--- src/rtl/nvdla_cmac_qchannel_ctrl.sv ---
// Initiator end of the CMAC Q-channel: sequences partial-retention entry/exit.
// Optional post-deny request hold-off enabled by defining NV_QCTRL_DENY_BACKOFF_EN.
module nvdla_cmac_qchannel_ctrl #(
  parameter int IDLE_THRESH    = 64,
  parameter int CNT_W          = 8,
  parameter int PWRUP_CYCLES   = 4,
  parameter int BACKOFF_CYCLES = 16
) (
  input  logic       nvdla_core_clk,
  input  logic       nvdla_core_rstn,
  input  logic       sw_pd_req_i,
  input  logic       dev_idle_i,
  input  logic       wake_req_i,
  input  logic       qacceptn,
  input  logic       qdeny,
  output logic       qreqn,
  output logic       pwr_gate_o,
  output logic       pr_restore,
  output logic [2:0] qstate_o,
  output logic       deny_o
);

  typedef enum logic [2:0] {
    ST_RUN     = 3'd0,
    ST_REQ     = 3'd1,
    ST_STOPPED = 3'd2,
    ST_PWRUP   = 3'd3,
    ST_RESTORE = 3'd4,
    ST_EXIT    = 3'd5
  } state_e;

  localparam logic [CNT_W-1:0] IDLE_MAX   = CNT_W'(IDLE_THRESH);
  localparam logic [CNT_W-1:0] PWRUP_LAST = CNT_W'((PWRUP_CYCLES > 0) ? PWRUP_CYCLES - 1 : 0);

  state_e           state_q, state_d;
  logic [CNT_W-1:0] idle_cnt_q, idle_cnt_d;
  logic [CNT_W-1:0] pwr_cnt_q, pwr_cnt_d;
  logic             wake_pend_q, wake_pend_d;
  logic             qreqn_q, qreqn_d;
  logic             pwr_gate_q, pwr_gate_d;
  logic             pr_restore_q, pr_restore_d;
  logic             deny_q, deny_d;
  logic             backoff_ok;
  logic             pd_trigger;
  logic             deny_event;

`ifdef NV_QCTRL_DENY_BACKOFF_EN
  logic [CNT_W-1:0] backoff_cnt_q, backoff_cnt_d;
  logic             deny_seen_q, deny_seen_d;

  // deny_seen remembers that the current EXIT was caused by a deny, so only
  // that return to RUN arms the hold-off.
  always_comb begin
    deny_seen_d = 1'b0;
    if (state_q == ST_REQ)
      deny_seen_d = deny_event;
    else if (state_q == ST_EXIT)
      deny_seen_d = deny_seen_q;

    backoff_cnt_d = (backoff_cnt_q != '0) ? backoff_cnt_q - 1'b1 : '0;
    if (state_q == ST_EXIT && state_d == ST_RUN && deny_seen_q)
      backoff_cnt_d = CNT_W'(BACKOFF_CYCLES);
  end

  always_ff @(posedge nvdla_core_clk) begin
    if (!nvdla_core_rstn) begin
      backoff_cnt_q <= '0;
      deny_seen_q   <= 1'b0;
    end else begin
      backoff_cnt_q <= backoff_cnt_d;
      deny_seen_q   <= deny_seen_d;
    end
  end

  assign backoff_ok = (backoff_cnt_q == '0);
`else
  assign backoff_ok = (BACKOFF_CYCLES >= 0);
`endif

  assign deny_event = (state_q == ST_REQ) && qacceptn && qdeny;
  assign pd_trigger = sw_pd_req_i || ((IDLE_THRESH != 0) && (idle_cnt_q == IDLE_MAX));

  always_comb begin
    state_d = state_q;
    case (state_q)
      ST_RUN: begin
        if (pd_trigger && qacceptn && !qdeny && !wake_req_i && backoff_ok)
          state_d = ST_REQ;
      end
      ST_REQ: begin
        if (!qacceptn)
          state_d = ST_STOPPED;
        else if (qdeny)
          state_d = ST_EXIT;
      end
      ST_STOPPED: begin
        if (wake_pend_q || wake_req_i)
          state_d = (PWRUP_CYCLES > 0) ? ST_PWRUP : ST_RESTORE;
      end
      ST_PWRUP: begin
        if (pwr_cnt_q == PWRUP_LAST)
          state_d = ST_RESTORE;
      end
      ST_RESTORE: state_d = ST_EXIT;
      ST_EXIT: begin
        if (qacceptn && !qdeny)
          state_d = ST_RUN;
      end
      default: state_d = ST_RUN;
    endcase

    // Idle run length only counts while staying in RUN; any break restarts it.
    idle_cnt_d = '0;
    if (state_q == ST_RUN && state_d == ST_RUN && dev_idle_i && !wake_req_i)
      idle_cnt_d = (idle_cnt_q == IDLE_MAX) ? idle_cnt_q : idle_cnt_q + 1'b1;

    pwr_cnt_d = (state_q == ST_PWRUP) ? pwr_cnt_q + 1'b1 : '0;

    // A wake seen mid-handshake is held until the restore sequence starts.
    wake_pend_d = wake_pend_q;
    if (state_q == ST_REQ && wake_req_i)
      wake_pend_d = 1'b1;
    if (state_d == ST_PWRUP || state_d == ST_RESTORE)
      wake_pend_d = 1'b0;

    qreqn_d      = (state_d == ST_RUN) || (state_d == ST_EXIT);
    pwr_gate_d   = (state_d == ST_STOPPED);
    pr_restore_d = (state_d == ST_RESTORE);
    deny_d       = deny_event;
  end

  always_ff @(posedge nvdla_core_clk) begin
    if (!nvdla_core_rstn) begin
      state_q      <= ST_RUN;
      idle_cnt_q   <= '0;
      pwr_cnt_q    <= '0;
      wake_pend_q  <= 1'b0;
      qreqn_q      <= 1'b1;
      pwr_gate_q   <= 1'b0;
      pr_restore_q <= 1'b0;
      deny_q       <= 1'b0;
    end else begin
      state_q      <= state_d;
      idle_cnt_q   <= idle_cnt_d;
      pwr_cnt_q    <= pwr_cnt_d;
      wake_pend_q  <= wake_pend_d;
      qreqn_q      <= qreqn_d;
      pwr_gate_q   <= pwr_gate_d;
      pr_restore_q <= pr_restore_d;
      deny_q       <= deny_d;
    end
  end

  assign qreqn      = qreqn_q;
  assign pwr_gate_o = pwr_gate_q;
  assign pr_restore = pr_restore_q;
  assign qstate_o   = state_q;
  assign deny_o     = deny_q;

endmodule

--- config.mk ---
export PLATFORM = sky130hd
export DESIGN_NAME = nvdla_cmac_qchannel_ctrl
export DESIGN_NICKNAME = d
export VERILOG_FILES = /design/src/rtl/nvdla_cmac_qchannel_ctrl.sv
export SDC_FILE = /design/constraint.sdc
export NUM_CORES = 1
export LEC_CHECK = 0
export BUFFER_PORTS_ARGS = -buffer_cell sky130_fd_sc_hd__buf_2
export CORE_MARGIN = 1.5
export CORE_UTILIZATION = 59
export CTS_CLUSTER_SIZE = 25
export DETAILED_ROUTE_END_ITERATION = 8
export PLACE_DENSITY = 0.87
export SLEW_MARGIN = 20
export SYNTH_ARGS = -nofsm -noshare
export SYNTH_HDL_FRONTEND = slang
export SYNTH_SLANG_ARGS = --single-unit
--- constraint.sdc ---
create_clock -name nvdla_core_clk -period 4.1 [get_ports nvdla_core_clk]
set_clock_uncertainty 0.05 [all_clocks]
set_input_delay 0.82 -clock nvdla_core_clk [delete_from_list [all_inputs] [get_ports nvdla_core_clk]]
set_output_delay 0.82 -clock nvdla_core_clk [all_outputs]
set_load 0.02 [all_outputs]
After elaboration in Yosys (flattened, before gate mapping). Index checks and enable logic that the tools add are counted. Widths: inputs -> output; s select.

Bits in registers: 24. Input bits: 7. Output and inout bits: 7. Word-level logic and storage cells: 50.

Add/sub/neg operators: 2. Eq/ne operators: 11. Muxes and demuxes: 7. Bitwise gates (word level): 1. Reductions and logical operators: 21.

Operator list (count): $mux 3 (6); $pmux 3 s6 (1); $add 8x1->8 const B (2); $eq 3x2->1 const B (4); $eq 3x3->1 const B (4); $logic_and 1x1->1 (10); $eq 8x2->1 const B (1); $eq 8x7->1 const B (1); $logic_not 3->1 (2); $logic_or 1x1->1 (4); $reduce_and 2->1 (2); $eq 3x1->1 const B (1); $logic_not 1->1 (2); $reduce_or 2->1 (1); $not 1->1 (1).

Logic depth before layout (Yosys ltp). Gate-level depths: netlist of run 1.

Depth after elaboration: 12. Mapped depth: 6. Mapped depth without buffers: 6.

Worst setup path after synthesis of run 1. Ideal clock, no wire load.

Path type: input to register. From: in wake_req_i. To: reg idle_cnt_q[0]. Library setup time: 0.123 ns. Data arrival time: 1.421 ns. Data required time: 3.927 ns. Setup slack: 2.506 ns. Stages on the path: 4. Buffers on the path: 0. Cells stage by stage: nor4_4 -> nand3b_2 -> o21ai_1 -> nor2_1.

Longest elaborated chain between the ends: 9.

RTL lines: start: declaration (RTL line 13) `input logic wake_req_i,`; $logic_not 1->1 (RTL line 87, 114); $logic_and 1x1->1 (RTL line 87) `if (pd_trigger && qacceptn && !qdeny && !wake_req_i && backoff_ok)`; $mux 3 (RTL line 87); $pmux 3 s6 (RTL line 85) `case (state_q)`; $logic_not 3->1 (RTL line 114) `if (state_q == ST_RUN && state_d == ST_RUN && dev_idle_i && !wake_req_i)`; $logic_and 1x1->1 (2 in series) (RTL line 114); $logic_and 1x1->1 (*) (RTL line 114); $reduce_and 2->1 (no source line) (*); end signal: assignment (RTL line 144) `idle_cnt_q <= idle_cnt_d;`; end: declaration (RTL line 36) `logic [CNT_W-1:0] idle_cnt_q, idle_cnt_d;`.

Mark *: on every way between the ends. The rest lies on a longest branch, timed or not. A chain may end at the register's enable or synchronous reset.

Final worst setup path of run 1.
From: reg state_q[1] (netlist: qstate_o[1]). To: out qstate_o[1].

RTL lines: start: declaration (RTL line 35) `state_e state_q, state_d;`; start signal: assignment (RTL line 143) `state_q <= state_d;`; end: declaration (RTL line 19) `output logic [2:0] qstate_o,`.

No word-level cell between the ends.

==> results of run 1 <==
==> through the flow <==
stage                     hold slack [ns]  cell area, um^2
final                               0.424             1240
after global routing                0.448             1240
after CTS                           0.429             1240
after detailed placement            0.397             1190
after global placement              0.392             1190
after floorplan                     0.376             1110
==> cell type report <==
type / count / area, um^2
Multi-Input combinational cell: 87 / 589
Timing Repair Buffer: 13 / 65.1
Sequential cell: 24 / 480
Clock buffer: 3 / 22.5
Fill cell: 144 / 504
Inverter: 6 / 22.5
Clock inverter: 1 / 30.0
Tap cell: 25 / 31.3
==> kinds of logic (layout without fill, tap and decap cells) <==
| group | count (synthesis) | count (layout) | synth area share |
|---|---|---|---|
| simple gates | 57 | 57 | 0.291 |
| flops | 24 | 24 | 0.433 |
| xor+xnor | 13 | 13 | 0.103 |
| compound gates | 12 | 12 | 0.0858 |
| buf+inv | 8 | 23 | 0.0350 |
| fa+ha+maj | 3 | 3 | 0.0339 |
| mux | 2 | 2 | 0.0181 |
==> power groups by stage <==
stage / registers [mW] / logic (mW) / clock network (mW)
after global placement: 0.246 / 0.0282 / 0
final: 0.241 / 0.0298 / 0.169
after detailed placement: 0.246 / 0.0293 / 0
after CTS: 0.241 / 0.0298 / 0.172
after global routing: 0.242 / 0.0323 / 0.184
after floorplan: 0.246 / 0.0187 / 0
==> sequential cells by signal, summed over array words and instances, names as in the netlist <==
register / count
idle_cnt_q: 8
qreqn: 1
deny_o: 1
pwr_gate_o: 1
pr_restore: 1
qstate_o: 3
pwr_cnt_q: 8
wake_pend_q: 1
==> synth_stat cells, types with 2 or more instances <==
cell type,n
a31oi_1,2
and3_1,4
dfxtp_1,24
ha_1,3
inv_1,6
mux2i_1,2
nand2_1,6
nand2b_1,2
nand3_1,10
nand4_1,3
nor2_1,20
nor2b_1,2
nor3_1,2
xnor2_1,5
xor2_1,8
==> layer usage <==
| layer | GRT usage | vias up | wire length (um) |
|---|---|---|---|
| met5 | 0 | - | 0 |
| met4 | 0.0400 | 0 | 10 |
| met3 | 0.0824 | 2 | 91 |
| met2 | 0.389 | 18 | 1100 |
| met1 | 0.273 | 419 | 921 |
| li1 | - | 444 | - |
==> worst paths after layout <==
check / start / endpoint
max reg2reg: idle_cnt_q[0] / pr_restore
max: qstate_o[1] / qstate_o[1]
min reg2reg: pwr_cnt_q[0] / pwr_cnt_q[0]
min: pwr_cnt_q[0] / pwr_cnt_q[0]
==> results.yml, run 1 <==
global_routing:
  antenna_found_initial: 0
  grt_pass1_wl_um: 3470
  grt_max_degree: 15
  grt-ovfl-total: 0
  grt_pass1_vias: 837
  grt_usage: 0.227
logic_synthesis:
  syn-cell-area_um2: 1110
  synthDominantCellAreaShare: 0.433
  synth_warnings: 0
  avgSynthCellArea_um2: 9.32
  postSynthCellCount: 119
  ys_types: 35
  ys.flop_type: "dfxtp_1"
  synth.area.top_cells: "dfxtp_1 (43%), nor2_1 (6.8%), xor2_1 (6.3%)"
  synth_fp_nets: 129
  yosysSeqAreaShare: 0.433
  ys_async_sr_fraction: 0
  ys_ff_latch: 24
  synth_edf_count: 0
  synth_largest_area_cell: "dfxtp_1"
sta:
  setup_viol: 0
  rsz0062_at_grt: "no"
  max_freq_mhz: 480
  setup_slack_ns: 2.02
  fin_crit_sh: 0.508
  tightest_slew_ns: 0.469
  max_slew_margin: 0.687
  fin_crit_ns: 2.08
  hold_violations: 0
  tns_ns: 0
  slew_viol_final: 0
route:
  via_per_inst: 5.55
  drc: 0
  ant_nets: 0
  drtPass1Iterations: 4
  drtIter0Drc: 24
  dr_total_vias: 883
  wl_per_cell_um: 13.4
  wirelength_um: 2130
worst_setup_path:
  crit_buf_inv: 1
  cp-end-kind: "primary output"
  max_stage_delay_ns: 0.64
  cp_max_fo: 12
  path_class: "reg -> out"
  reg2reg_depth: 6
  path_delay_family: "flip-flops"
  r2r_setup_slack_ns: 2.27
  crit_cells: 1
  cp.required_ns: 3.23
  cp_slowest_cell: "dfxtp_1"
  cp_cell_sequence: "buf_2"
  cp.arrival_ns: 1.21
  start_kind: "flop"
place:
  port_buffers: 13
  place_congestion: 0.866
  preCtsSetupSlack_ns: 2.22
  dp_cells: 155
  hpwl_um: 1530
min_path:
  hold_class: "reg -> reg"
  hold-path-cell-count: 1
clock_tree:
  cts_root_buf: "clkbuf_4"
  h-tree-depth: 1
  clock_latency_ns: 0.32
  post_cts_buffers: 0
  clock_sinks: 24
  clk_pin_slew_ns: 0.13
  cts_hold_buf: 0
  cts.path.max_buffers: 2
  cts_tree: "built"
  cts_made_buffers: 3
  cts_resized: 0
floorplanning:
  core_um2: 1750
  die_y_um: 46.3
  die_area_um2: 2150
  row_count: 15
  floorplan.initialDensity: 0.635
  die_w_um: 46.3
  ios: 14
pwr:
  irDropWorstVdd_v: 0.000235
  p_comb_frac: 0.068
  leakage_nw: 0.489
  finalPower_mw: 0.440
  power.internal_mw: 0.348
  sequentialPowerShare: 0.548
  p_sw_frac: 0.209
  switching_power_mw: 0.0922
  power_density_nw_per_um2: 355
  pwr-share-clk: 0.384
finish:
  layout.nets: 145
  antenna_cells: 0
  area_delta_synth_final_pct: 12.0
  final_common_cell: "dfxtp_1"
  utilization: 0.711
  final_cell_mix: "dfxtp_1 (24), nor2_1 (20), buf_2 (13)"
  final_cells: 159
  drive_gt1_frac: 0.179
run_status:
  outcome: "finished clean"
job:
  maxCapViolCount: 0
Power figures use the tool's default switching activity.
==> inputs of run 2 (changes only) <==
--- a/config.mk
+++ b/config.mk
@@ -7,10 +7,10 @@
 export LEC_CHECK = 0
 export BUFFER_PORTS_ARGS = -buffer_cell sky130_fd_sc_hd__buf_2
 export CORE_MARGIN = 1.5
-export CORE_UTILIZATION = 59
+export CORE_UTILIZATION = 55
 export CTS_CLUSTER_SIZE = 25
 export DETAILED_ROUTE_END_ITERATION = 8
-export PLACE_DENSITY = 0.87
+export PLACE_DENSITY = 0.82
 export SLEW_MARGIN = 20
 export SYNTH_ARGS = -nofsm -noshare
 export SYNTH_HDL_FRONTEND = slang
==> constraint.sdc (replaced) <==
create_clock -name nvdla_core_clk -period 2 [get_ports nvdla_core_clk]
set_clock_uncertainty 0.05 [all_clocks]
set_input_delay 0.4 -clock nvdla_core_clk [delete_from_list [all_inputs] [get_ports nvdla_core_clk]]
set_output_delay 0.4 -clock nvdla_core_clk [all_outputs]
set_load 0.02 [all_outputs]
==> results.yml, run 2 (synthesis gave the netlist of run 1 again) <==
run_status:
  outcome: "finished clean"
global_routing:
  grt_max_degree: 13
  grt_usage: 0.204
  antenna_found_initial: 0
  grt-ovfl-total: 0
  grt_pass1_wl_um: 3260
  grt_pass1_vias: 784
finish:
  area_delta_synth_final_pct: 9.48
  antenna_cells: 0
  fillers: 175
  stdcell_area_um2: 1210
  final_cell_mix: "dfxtp_1 (24), nor2_1 (20), buf_2 (13)"
  layout.nets: 145
  drive_gt1_frac: 0.173
  final_common_cell: "dfxtp_1"
worst_setup_path:
  rr_endpoint: "pr_restore"
  cp.required_ns: 2.19
  r2r_start: "idle_cnt_q[0]"
  cp-end-kind: "flop"
  cp_max_fo: 6
  cp.arrival_ns: 1.85
  start_kind: "flop"
  path_delay_family: "compound AO/OA/AOI/OAI gates"
  reg2reg_depth: 6
  path_class: "reg -> reg"
  cp_slowest_cell: "dfxtp_1"
  r2r_setup_slack_ns: 0.34
  cp_cell_sequence: "inv_1, ha_1, nor4b_2, a31oi_1, o221ai_2, a211oi_1"
  crit_buf_inv: 1
  max_stage_delay_ns: 0.45
sta:
  max_freq_mhz: 603
  rsz0062_at_grt: "no"
  fin_crit_ns: 1.66
  tightest_slew_ns: 0.439
  setup_viol: 0
  tns_ns: 0
  max_slew_margin: 0.707
  hold_violations: 0
  fin_crit_sh: 0.830
  setup_slack_ns: 0.341
  slew_viol_final: 0
route:
  drtIter0Drc: 14
  drc: 0
  via_per_inst: 5.39
  drtPass1Iterations: 4
  wirelength_um: 2030
  dr_total_vias: 863
  ant_nets: 0
  wl_per_cell_um: 12.7
place:
  port_buffers: 13
  place_congestion: 0.786
  placed_area_um2: 1190
  preCtsSetupSlack_ns: 0.359
  hpwl_um: 1620
floorplanning:
  ios: 14
  row_count: 16
  core_um2: 1920
  die_w_um: 47.9
  die_area_um2: 2290
  floorplan.initialDensity: 0.577
  die_y_um: 47.9
clock_tree:
  h-tree-depth: 1
  cts_made_buffers: 3
  post_cts_buffers: 0
  cts_hold_buf: 0
  cts_tree: "built"
  clock_sinks: 24
  clk_pin_slew_ns: 0.13
  cts.path.max_buffers: 2
  cts_resized: 0
  cts_root_buf: "clkbuf_4"
  clock_latency_ns: 0.31
pwr:
  irDropWorstVdd_v: 0.000464
  power_density_nw_per_um2: 627
  leakage_nw: 0.475
min_path:
  worstHoldStart: "nvdla_core_rstn"
  hold_end: "qreqn"
  hold_class: "in -> reg"
  hold-path-cell-count: 2
job:
  maxCapViolCount: 0
run 2: cell types whose count changed in the layout (fill, tap and decap cells not counted):
| cell | delta |
|---|---|
| bufinv_16 | -1 |
run 2: worst max-delay path by stage:
| stage | from | depth (start not counted) | slack, ns | endpoint |
|---|---|---|---|---|
| finish | idle_cnt_q[0] | 6 | 0.34 | pr_restore |
| global route | idle_cnt_q[0] | 6 | 0.21 | pr_restore |
| CTS | idle_cnt_q[0] | 6 | 0.33 | pr_restore |
| detailed placement | idle_cnt_q[0] | 6 | 0.36 | pr_restore |
| global placement | idle_cnt_q[0] | 6 | 0.41 | pr_restore |
| floorplan | idle_cnt_q[0] | 6 | 0.51 | pr_restore |
run 2: where the power goes:
part	internal, mW	switching [mW]	total [mW]
Clock	0.0705	0.137	0.208
Combinational	0.0257	0.0339	0.0596
Sequential	0.484	0.00937	0.494
Total	0.581	0.181	0.761
run 2: worst register-to-register path, cell delays in order, from the launching register on:
cell and delay, ns:
dfxtp_1 0.45, inv_1 0.07, ha_1 0.18, nor4b_2 0.16
a31oi_1 0.31, o221ai_2 0.16, a211oi_1 0.21
run 2: layout make-up:
class                      instances  area, um^2  share of cell area
clock buffer                       3        22.5              0.0186
timing repair buffer              13        65.1              0.0536
multi-input combinational         87         589               0.486
inverter                           6        22.5              0.0186
sequential                        24         480               0.396
tap                               27        33.8              0.0278
run 2: stage by stage:
stage               power [mW]  hold WS, ns  utilization  cells
floorplan                0.544        0.376            -    119
global placement         0.561        0.393        0.620    157
detailed placement       0.564        0.406        0.620    157
CTS                      0.764        0.276        0.632    160
global route             0.793        0.266        0.632    160
finish                   0.761        0.274        0.632    160
run 2: metal layers:
layer,vias up,GRT usage,share of wire
met4,0,0.0649,0.0099
met3,2,0.0377,0.024
met1,408,0.236,0.44
li1,442,-,-
met2,11,0.373,0.52
met5,-,0,0
